File: config.mk
export PLATFORM = sky130hd
export DESIGN_NAME = can_rx_frame_fifo
export DESIGN_NICKNAME = d
export VERILOG_FILES = /design/src/rtl/can_rx_frame_fifo.sv
export SDC_FILE = /design/constraint.sdc
export NUM_CORES = 1
export LEC_CHECK = 0
export BUFFER_PORTS_ARGS = -buffer_cell sky130_fd_sc_hd__buf_4
export CORE_MARGIN = 5
export CORE_UTILIZATION = 45
export CTS_CLUSTER_DIAMETER = 40
export DETAILED_ROUTE_END_ITERATION = 12
export MAX_ROUTING_LAYER = met4
export PLACE_DENSITY = 0.65
export SYNTH_ARGS = -nofsm -noshare
export SYNTH_HDL_FRONTEND = slang
export SYNTH_SLANG_ARGS = --single-unit
File: constraint.sdc
create_clock -name clk_i -period 17.6 [get_ports clk_i]
set_input_delay 0.88 -clock clk_i [delete_from_list [all_inputs] [get_ports clk_i]]
set_output_delay 0.88 -clock clk_i [all_outputs]
set_load 0.005 [all_outputs]
File: src/rtl/can_rx_frame_fifo.sv
// Acceptance-filtered show-ahead frame FIFO between can_rx and the host.
// Optional per-entry timestamp: define CAN_RX_FIFO_TIMESTAMP_EN.
module can_rx_frame_fifo #(
  parameter int DEPTH  = 8,
  parameter int ADDR_W = $clog2(DEPTH)
) (
  input  logic              clk_i,
  input  logic              rst_i,
  input  logic              frame_valid_i,
  input  logic [28:0]       frame_id_i,
  input  logic              frame_rtr_i,
  input  logic [3:0]        frame_dlc_i,
  input  logic [63:0]       frame_data_i,
  input  logic              frame_crc_ok_i,
  input  logic [28:0]       cfg_code_i,
  input  logic [28:0]       cfg_mask_i,
  input  logic              clear_i,
  output logic              rd_valid_o,
  input  logic              rd_ready_i,
  output logic [28:0]       rd_id_o,
  output logic              rd_rtr_o,
  output logic [3:0]        rd_dlc_o,
  output logic [63:0]       rd_data_o,
`ifdef CAN_RX_FIFO_TIMESTAMP_EN
  output logic [15:0]       rd_timestamp_o,
`endif
  output logic [ADDR_W:0]   count_o,
  output logic              overflow_o,
  output logic [7:0]        drop_count_o
);

  localparam int BASE_W = 98;
`ifdef CAN_RX_FIFO_TIMESTAMP_EN
  localparam int ENTRY_W = BASE_W + 16;
`else
  localparam int ENTRY_W = BASE_W;
`endif
  localparam logic [ADDR_W:0] DEPTH_C = DEPTH[ADDR_W:0];

  logic [ENTRY_W-1:0] mem_q [DEPTH];
  logic [ADDR_W-1:0]  wr_ptr_q, wr_ptr_d;
  logic [ADDR_W-1:0]  rd_ptr_q, rd_ptr_d;
  logic [ADDR_W:0]    count_q, count_d;
  logic               overflow_q, overflow_d;
  logic [7:0]         drop_q, drop_d;

  logic               id_match;
  logic               accept;
  logic               full;
  logic               pop;
  logic               push;
  logic               lost;
  logic [ENTRY_W-1:0] wr_entry;
  logic [ENTRY_W-1:0] head;

`ifdef CAN_RX_FIFO_TIMESTAMP_EN
  logic [15:0]        ts_q, ts_d;

  always_comb begin
    ts_d = ts_q + 16'd1;
    if (clear_i) ts_d = '0;
  end

  always_ff @(posedge clk_i) begin
    if (rst_i) ts_q <= '0;
    else       ts_q <= ts_d;
  end

  assign wr_entry = {ts_q, frame_id_i, frame_rtr_i, frame_dlc_i, frame_data_i};
`else
  assign wr_entry = {frame_id_i, frame_rtr_i, frame_dlc_i, frame_data_i};
`endif

  assign id_match = (((frame_id_i ^ cfg_code_i) & cfg_mask_i) == 29'd0);
  assign accept   = frame_valid_i & frame_crc_ok_i & id_match;
  assign full     = (count_q == DEPTH_C);
  assign rd_valid_o = (count_q != '0);
  // clear_i swallows any push or pop issued in the same cycle.
  assign pop      = rd_valid_o & rd_ready_i & ~clear_i;
  assign push     = accept & (~full | pop) & ~clear_i;
  assign lost     = accept & ~push & ~clear_i;

  always_comb begin
    wr_ptr_d   = wr_ptr_q;
    rd_ptr_d   = rd_ptr_q;
    count_d    = count_q;
    overflow_d = overflow_q;
    drop_d     = drop_q;
    if (clear_i) begin
      wr_ptr_d   = '0;
      rd_ptr_d   = '0;
      count_d    = '0;
      overflow_d = 1'b0;
      drop_d     = '0;
    end else begin
      if (push) wr_ptr_d = wr_ptr_q + ADDR_W'(1);
      if (pop)  rd_ptr_d = rd_ptr_q + ADDR_W'(1);
      case ({push, pop})
        2'b10:   count_d = count_q + (ADDR_W+1)'(1);
        2'b01:   count_d = count_q - (ADDR_W+1)'(1);
        default: count_d = count_q;
      endcase
      if (lost) begin
        overflow_d = 1'b1;
        if (drop_q != 8'hFF) drop_d = drop_q + 8'd1;
      end
    end
  end

  always_ff @(posedge clk_i) begin
    if (rst_i) begin
      wr_ptr_q   <= '0;
      rd_ptr_q   <= '0;
      count_q    <= '0;
      overflow_q <= 1'b0;
      drop_q     <= '0;
    end else begin
      wr_ptr_q   <= wr_ptr_d;
      rd_ptr_q   <= rd_ptr_d;
      count_q    <= count_d;
      overflow_q <= overflow_d;
      drop_q     <= drop_d;
    end
  end

  // Storage is not reset; empty-state outputs are masked instead.
  always_ff @(posedge clk_i) begin
    if (!rst_i && push) mem_q[wr_ptr_q] <= wr_entry;
  end

  assign head = rd_valid_o ? mem_q[rd_ptr_q] : '0;

  assign rd_data_o = head[63:0];
  assign rd_dlc_o  = head[67:64];
  assign rd_rtr_o  = head[68];
  assign rd_id_o   = head[97:69];
`ifdef CAN_RX_FIFO_TIMESTAMP_EN
  assign rd_timestamp_o = head[113:98];
`endif

  assign count_o      = count_q;
  assign overflow_o   = overflow_q;
  assign drop_count_o = drop_q;

endmodule

==> impl_metrics.env, run 1 <==
export IMPL_p_int_mw=3.393
export IMPL_cts_root_buffer="clkbuf_16"
export IMPL_instances_no_fill=2796
export IMPL_end_kind="output port"
export IMPL_wl_per_cell_um=24.15
export IMPL_area_delta_synth_final_pct=21.72
export IMPL_ctsResizeCount=0
export IMPL_seq_area_um2=23990
export IMPL_grt_ovfl_total=0
export IMPL_cts_setup_buffers=0
export IMPL_dp_cells=2589
export IMPL_drc=0
export IMPL_fin_crit_sh=0.2659
export IMPL_grt_max_degree=78
export IMPL_pwr_share_clk=0.490
export IMPL_dieArea_um2=74440
export IMPL_postSynthCellCount=1427
export IMPL_drive_above_1_share=0.3741
export IMPL_die_x_um=272.8
export IMPL_synth_top_area_cell="edfxtp_1"
export IMPL_synth_flop_cell="edfxtp_1"
export IMPL_fin_skew_ps=24.02
export IMPL_design_area_um2=37840
export IMPL_synthMostInstantiatedCell="edfxtp_1"
export IMPL_worstHoldPathType="in -> reg"
export IMPL_cap_violations=0
export IMPL_combPwrFrac=0.015
export IMPL_finalCoreUtilization=0.5518
export IMPL_rows=96
export IMPL_via_per_inst=5.403
export IMPL_reg2regPathDepth=6
export IMPL_p_per_area_nw_per_um2=112.4
export IMPL_ir_drop_uv=79.21
export IMPL_clkSinkCount=806
export IMPL_switching_share=0.2023
export IMPL_avgSynthCellArea_um2=21.79
export IMPL_synth_fp_nets=1596
export IMPL_final_max_slew_viol_count=0
export IMPL_drt_first_pass_iters=5
export IMPL_seqPwrFrac=0.494
export IMPL_yosys_warnings=0
export IMPL_worstHoldStart="frame_data_i[58]"
export IMPL_syn_area_um2=31090
export IMPL_ant_nets=0
export IMPL_antenna_found_initial=8
export IMPL_dp_hpwl_mm=36.72
export IMPL_cts_tree="built"
export IMPL_async_flop_share=0
export IMPL_synth_edf_count=784
export IMPL_synth_cell_types=37
export IMPL_placed_area_um2=34300
export IMPL_r2r_slack_ps=13900
export IMPL_slew_headroom=0.1964
export IMPL_gp_congestion=0.7405
export IMPL_htreeDepth=3
export IMPL_path_class="reg -> out"
export IMPL_io_pins=274
export IMPL_die_h_um=272.8
export IMPL_synth_top_area_share=0.7572
export IMPL_grt_pass1_wl_mm=101.0
export IMPL_place_port_buffers=273
export IMPL_cts_inserted_buffers=107
export IMPL_start_util=0.4533
export IMPL_crit_path_max_fanout=50
export IMPL_ys_top_cells_by_count="edfxtp_1, mux4_2, nor2_1"
export IMPL_fillers=5219
export IMPL_crit_end="rd_data_o[4]"
export IMPL_whs_ps=467.1
export IMPL_switchingPower_uw=860.5
export IMPL_setup_viol=0
export IMPL_grt_usage=0.1857
export IMPL_fmax_mhz=213.7
export IMPL_wirelength_mm=67.53
export IMPL_multi_input_area_um2=6859
export IMPL_final_nets=1936
export IMPL_p_leak_nw=12.13
export IMPL_status="finished clean"
export IMPL_cp_required_ps=16720
export IMPL_clockBufferDepth=3
export IMPL_worstReg2RegEnd="mem_q[5][52]$_DFFE_PP_"
export IMPL_grt_pass1_vias=16400
export IMPL_worst_pin_slew_ps=1205
export IMPL_clk_latency_ps=640
export IMPL_post_route_min_period_ps=4680
export IMPL_ys_seq_area_frac=0.7714
export IMPL_arrival_ps=3800
export IMPL_core_area_um2=68590
export IMPL_start_kind="flip-flop"
export IMPL_drtIter0Drc=1172
export IMPL_ys_seq_elements=806
export IMPL_r2r_start="count_o[0]$_SDFFE_PP0P_"
export IMPL_tns_ps=0
export IMPL_cts_clk_slew_worst_paths_ps=60
export IMPL_holdBufCountCts=0
export IMPL_num_vias=15110
export IMPL_synthTopCellsByArea="edfxtp_1, mux4_2, mux2i_1"
export IMPL_final_hold_viol_count=0
export IMPL_rsz0062_at_grt="false"
metal layers:
layer  part of all wire  track usage  up-vias
li1                   -            -     6638
met1               0.42       0.2465     7947
met2               0.50       0.2966      450
met3              0.068      0.04276       71
met4              0.015      0.04590        0
met5                  0            -        -
worst max-delay path, stage by stage (launching register included):
cell and delay (ps):
dfxtp_4 1010, buf_4 890, mux4_2 610, mux2i_1 220
nor2_1 170, buf_4 230
registers in the layout, summed over array words and instances, names as in the netlist, named ones only:
register      cells
wr_ptr_q          3
mem_q           784
rd_ptr_q          3
overflow_o        1
count_o           4
drop_count_o      8
metrics by stage:
stage,power (mW),setup WS [ps]
finish,4.254,12920
global route,4.393,12530
global placement,2.205,12250
floorplan,2.153,7931
CTS,4.299,12730
detailed placement,2.208,12220
layout by cell type, fill, tap and decap left out, drive strengths merged, types with 3 or more instances in the layout:
| cell type | netlist | routed |
|---|---|---|
| a21oi | 14 | 14 |
| a22oi | 14 | 14 |
| a31o | 4 | 4 |
| buf | 34 | 300 |
| bufinv | 0 | 7 |
| clkbuf | 35 | 122 |
| clkinv | 0 | 33 |
| clkinvlp | 0 | 13 |
| dfxtp | 22 | 22 |
| diode | 0 | 7 |
| edfxtp | 784 | 784 |
| ha | 6 | 6 |
| inv | 8 | 33 |
| mux2i | 99 | 99 |
| mux4 | 196 | 196 |
| nand2 | 9 | 9 |
| nand3 | 6 | 6 |
| nand4 | 10 | 10 |
| nor2 | 122 | 122 |
| nor3 | 3 | 3 |
| nor4 | 3 | 3 |
| o21ai | 4 | 4 |
| xor2 | 33 | 33 |
worst min-delay path by stage:
| stage | to | depth (start not counted) | slack [ps] |
|---|---|---|---|
| floorplan | flip-flop | 2 | 450 |
| CTS | mem_q[7][0]$_DFFE_PP_ | 1 | 420 |
| detailed placement | flip-flop | 2 | 480 |
| global placement | flip-flop | 2 | 460 |
| finish | mem_q[5][58]$_DFFE_PP_ | 1 | 470 |
| global route | mem_q[1][4]$_DFFE_PP_ | 1 | 440 |
power by group through the flow:
stage | clock, mW | combinational, mW | sequential [mW]
floorplan | 0 | 0.00852 | 2.14
global placement | 0 | 0.0621 | 2.14
detailed placement | 0 | 0.0655 | 2.14
CTS | 2.13 | 0.0657 | 2.10
global route | 2.22 | 0.0708 | 2.10
finish | 2.09 | 0.0650 | 2.10
kinds of logic after synthesis:
logic type | Yosys count | synth area share
AO/OA/AOI/OAI | 42 | 0.008975
AND/OR/NAND/NOR | 165 | 0.02290
adder cells (fa/ha/maj) | 7 | 0.003059
flip-flops | 806 | 0.7714
multiplexers | 295 | 0.1739
XOR/XNOR | 35 | 0.009860
buffers and inverters | 77 | 0.009941
final cells by class:
| cell class | count | share of cell area |
|---|---|---|
| antenna | 7 | 0.0004629 |
| clock buffer | 122 | 0.07389 |
| sequential | 806 | 0.6340 |
| timing repair buffer | 300 | 0.05951 |
| multi-input combinational | 544 | 0.1812 |
| tap | 931 | 0.03078 |
| inverter | 8 | 0.0007935 |
| clock inverter | 78 | 0.01928 |
Note: power is estimated with default switching activity, not from simulation.
==> inputs of run 2 (changes only) <==
--- a/config.mk
+++ b/config.mk
@@ -5,13 +5,14 @@
 export SDC_FILE = /design/constraint.sdc
 export NUM_CORES = 1
 export LEC_CHECK = 0
+export ABC_AREA = 1
 export BUFFER_PORTS_ARGS = -buffer_cell sky130_fd_sc_hd__buf_4
 export CORE_MARGIN = 5
 export CORE_UTILIZATION = 45
 export CTS_CLUSTER_DIAMETER = 40
 export DETAILED_ROUTE_END_ITERATION = 12
 export MAX_ROUTING_LAYER = met4
-export PLACE_DENSITY = 0.65
+export PLACE_DENSITY = 0.67
 export SYNTH_ARGS = -nofsm -noshare
 export SYNTH_HDL_FRONTEND = slang
 export SYNTH_SLANG_ARGS = --single-unit
==> constraint.sdc (replaced) <==
create_clock -name clk_i -period 4 [get_ports clk_i]
set_input_delay 0.2 -clock clk_i [delete_from_list [all_inputs] [get_ports clk_i]]
set_output_delay 0.2 -clock clk_i [all_outputs]
set_load 0.005 [all_outputs]
==> run 2 against run 1 <==
  * First-iteration DRC count increased by 60%
  * Sequential share of layout area shrank 3.2 points
  * Register-to-register slack got worse by 13000 ps
  * Via count up 44%
  * Critical path type unchanged
==> impl_metrics.env, run 2 <==
export IMPL_status="finished clean"
export IMPL_drive_above_1_share=0.1688
export IMPL_gp_congestion=0.8823
export IMPL_ant_nets=0
export IMPL_via_per_inst=5.480
export IMPL_synth_fp_nets=2765
export IMPL_grt_pass1_wl_mm=124.8
export IMPL_arrival_ps=3230
export IMPL_fmax_mhz=291.4
export IMPL_drtIter0Drc=1876
export IMPL_place_port_buffers=273
export IMPL_top_register="mem_q"
export IMPL_synth_flop_cell="edfxtp_1"
export IMPL_synthMostInstantiatedCell="edfxtp_1"
export IMPL_final_max_slew_viol_count=0
export IMPL_clk_latency_ps=670
export IMPL_drt_first_pass_iters=5
export IMPL_clockBufferDepth=3
export IMPL_area_delta_synth_final_pct=23.44
export IMPL_final_cell_mix="edfxtp_1, nor2_1, buf_4"
export IMPL_synth_top_area_share=0.7292
export IMPL_cap_violations=0
export IMPL_num_vias=21830
export IMPL_grt_ovfl_total=0
export IMPL_fin_crit_sh=0.8579
export IMPL_final_common_cell="edfxtp_1"
export IMPL_p_per_area_nw_per_um2=476.5
export IMPL_syn_area_um2=32280
export IMPL_synth_edf_count=784
export IMPL_start_util=0.4524
export IMPL_worstHoldPathType="in -> reg"
export IMPL_dp_hpwl_mm=44.13
export IMPL_holdBufCountCts=100
export IMPL_dp_cells=3694
export IMPL_cts_root_buffer="clkbuf_16"
export IMPL_wl_per_cell_um=20.22
export IMPL_avgSynthCellArea_um2=12.44
export IMPL_io_pins=274
export IMPL_grt_usage=0.2087
export IMPL_drc=0
export IMPL_cts_setup_buffers=0
export IMPL_grt_max_degree=203
export IMPL_ys_seq_area_frac=0.7429
export IMPL_dieArea_um2=77200
export IMPL_cts_inserted_buffers=102
export IMPL_ys_seq_elements=806
export IMPL_cts_clk_slew_worst_paths_ps=60
export IMPL_slew_headroom=0.2186
export IMPL_yosys_warnings=0
export IMPL_async_flop_share=0
export IMPL_rsz0062_at_grt="false"
export IMPL_start_kind="flip-flop"
export IMPL_instances_no_fill=3983
export IMPL_htreeDepth=3
export IMPL_setup_viol=0
export IMPL_dp_slack_ps=728.4
export IMPL_die_h_um=277.9
export IMPL_post_route_min_period_ps=3432
export IMPL_cp_required_ps=3800
export IMPL_setup_ws_ps=568.4
export IMPL_synthTopCellsByArea="edfxtp_1, nor2_1, o21ai_0"
export IMPL_wirelength_mm=80.54
export IMPL_ctsResizeCount=0
export IMPL_final_hold_viol_count=0
export IMPL_clkSinkCount=806
export IMPL_crit_path_max_fanout=196
export IMPL_worst_pin_slew_ps=1172
export IMPL_cts_tree="built"
export IMPL_path_class="reg -> out"
export IMPL_largest_reg_flops=784
export IMPL_core_area_um2=71360
export IMPL_fin_skew_ps=29.79
export IMPL_fillers=5717
export IMPL_antenna_found_initial=0
export IMPL_final_nets=3117
export IMPL_rows=98
export IMPL_ir_drop_uv=329.5
export IMPL_die_x_um=277.9
export IMPL_ys_top_cells_by_count="edfxtp_1, nor2_1, o21ai_0"
export IMPL_antennaDiodeCount=0
export IMPL_postSynthCellCount=2596
export IMPL_end_kind="output port"
export IMPL_synth_cell_types=32
export IMPL_p_leak_nw=13.94
export IMPL_synth_top_area_cell="edfxtp_1"
export IMPL_grt_pass1_vias=22090
==> run 2: area by class of cell <==
class / count / area [µm²] / area share
sequential: 806 / 23990 / 0.6020
timing repair buffer: 410 / 3603 / 0.09042
clock buffer: 118 / 2675 / 0.06713
multi-input combinational: 1544 / 7221 / 0.1812
inverter: 84 / 334.1 / 0.008383
clock inverter: 71 / 838.3 / 0.02104
tap: 950 / 1189 / 0.02983
==> run 2: cells by family after synthesis <==
group / count (synthesis) / share of synthesized area
buffers and inverters: 246 / 0.03534
AND/OR/NAND/NOR: 824 / 0.09983
XOR/XNOR: 1 / 0.0002713
adder cells (fa/ha/maj): 7 / 0.002945
AO/OA/AOI/OAI: 712 / 0.1187
flip-flops: 806 / 0.7429
==> run 2: through the flow <==
step	utilization	TNS [ps]	total power [mW]	hold WS, ps	area (µm²)
after floorplan	-	-640080	9.505	298.9	32310
after global placement	0.4952	0	9.751	433.4	35340
after detailed placement	0.4952	0	9.765	437.9	35340
after CTS	0.5584	0	19.12	53.70	39850
after global routing	0.5584	0	19.53	115.5	39850
final	0.5584	0	18.99	97.34	39850
==> run 2: path summary, 6_finish.rpt <==
path,from,to,slack [ps],cells past startpoint
worst max-delay path,flip-flop,rd_dlc_o[3],570,6
worst min-delay path,rst_i,drop_count_o[5]$_SDFFE_PP0P_,100,4
worst max register to register,count_o[1]$_SDFFE_PP0P_,count_o[3]$_SDFFE_PP0P_,910,16
worst min register to register,rd_ptr_q[2]$_SDFFE_PP0N_,rd_ptr_q[2]$_SDFFE_PP0N_,480,2
==> run 2: worst max-delay path, cell delays in order (launching register included) <==
cell,delay [ps]
dfxtp_4,380
buf_12,630
o21ai_0,250
o22ai_1,240
o21ai_1,80
a31oi_1,460
buf_4,210
==> run 2: layer usage <==
layer | part of all wire | global-route usage | vias up
met3 | 0.068 | 0.03055 | 125
met5 | 0 | - | -
met2 | 0.50 | 0.3469 | 818
li1 | - | - | 10150
met4 | 0.020 | 0.05908 | 0
met1 | 0.42 | 0.2713 | 10730
==> run 2: where the power goes <==
group	switching (mW)	internal, mW
sequential	0.00000254	9.25
combinational	0.226	0.197
clock	3.65	5.66
total	3.87	15.1
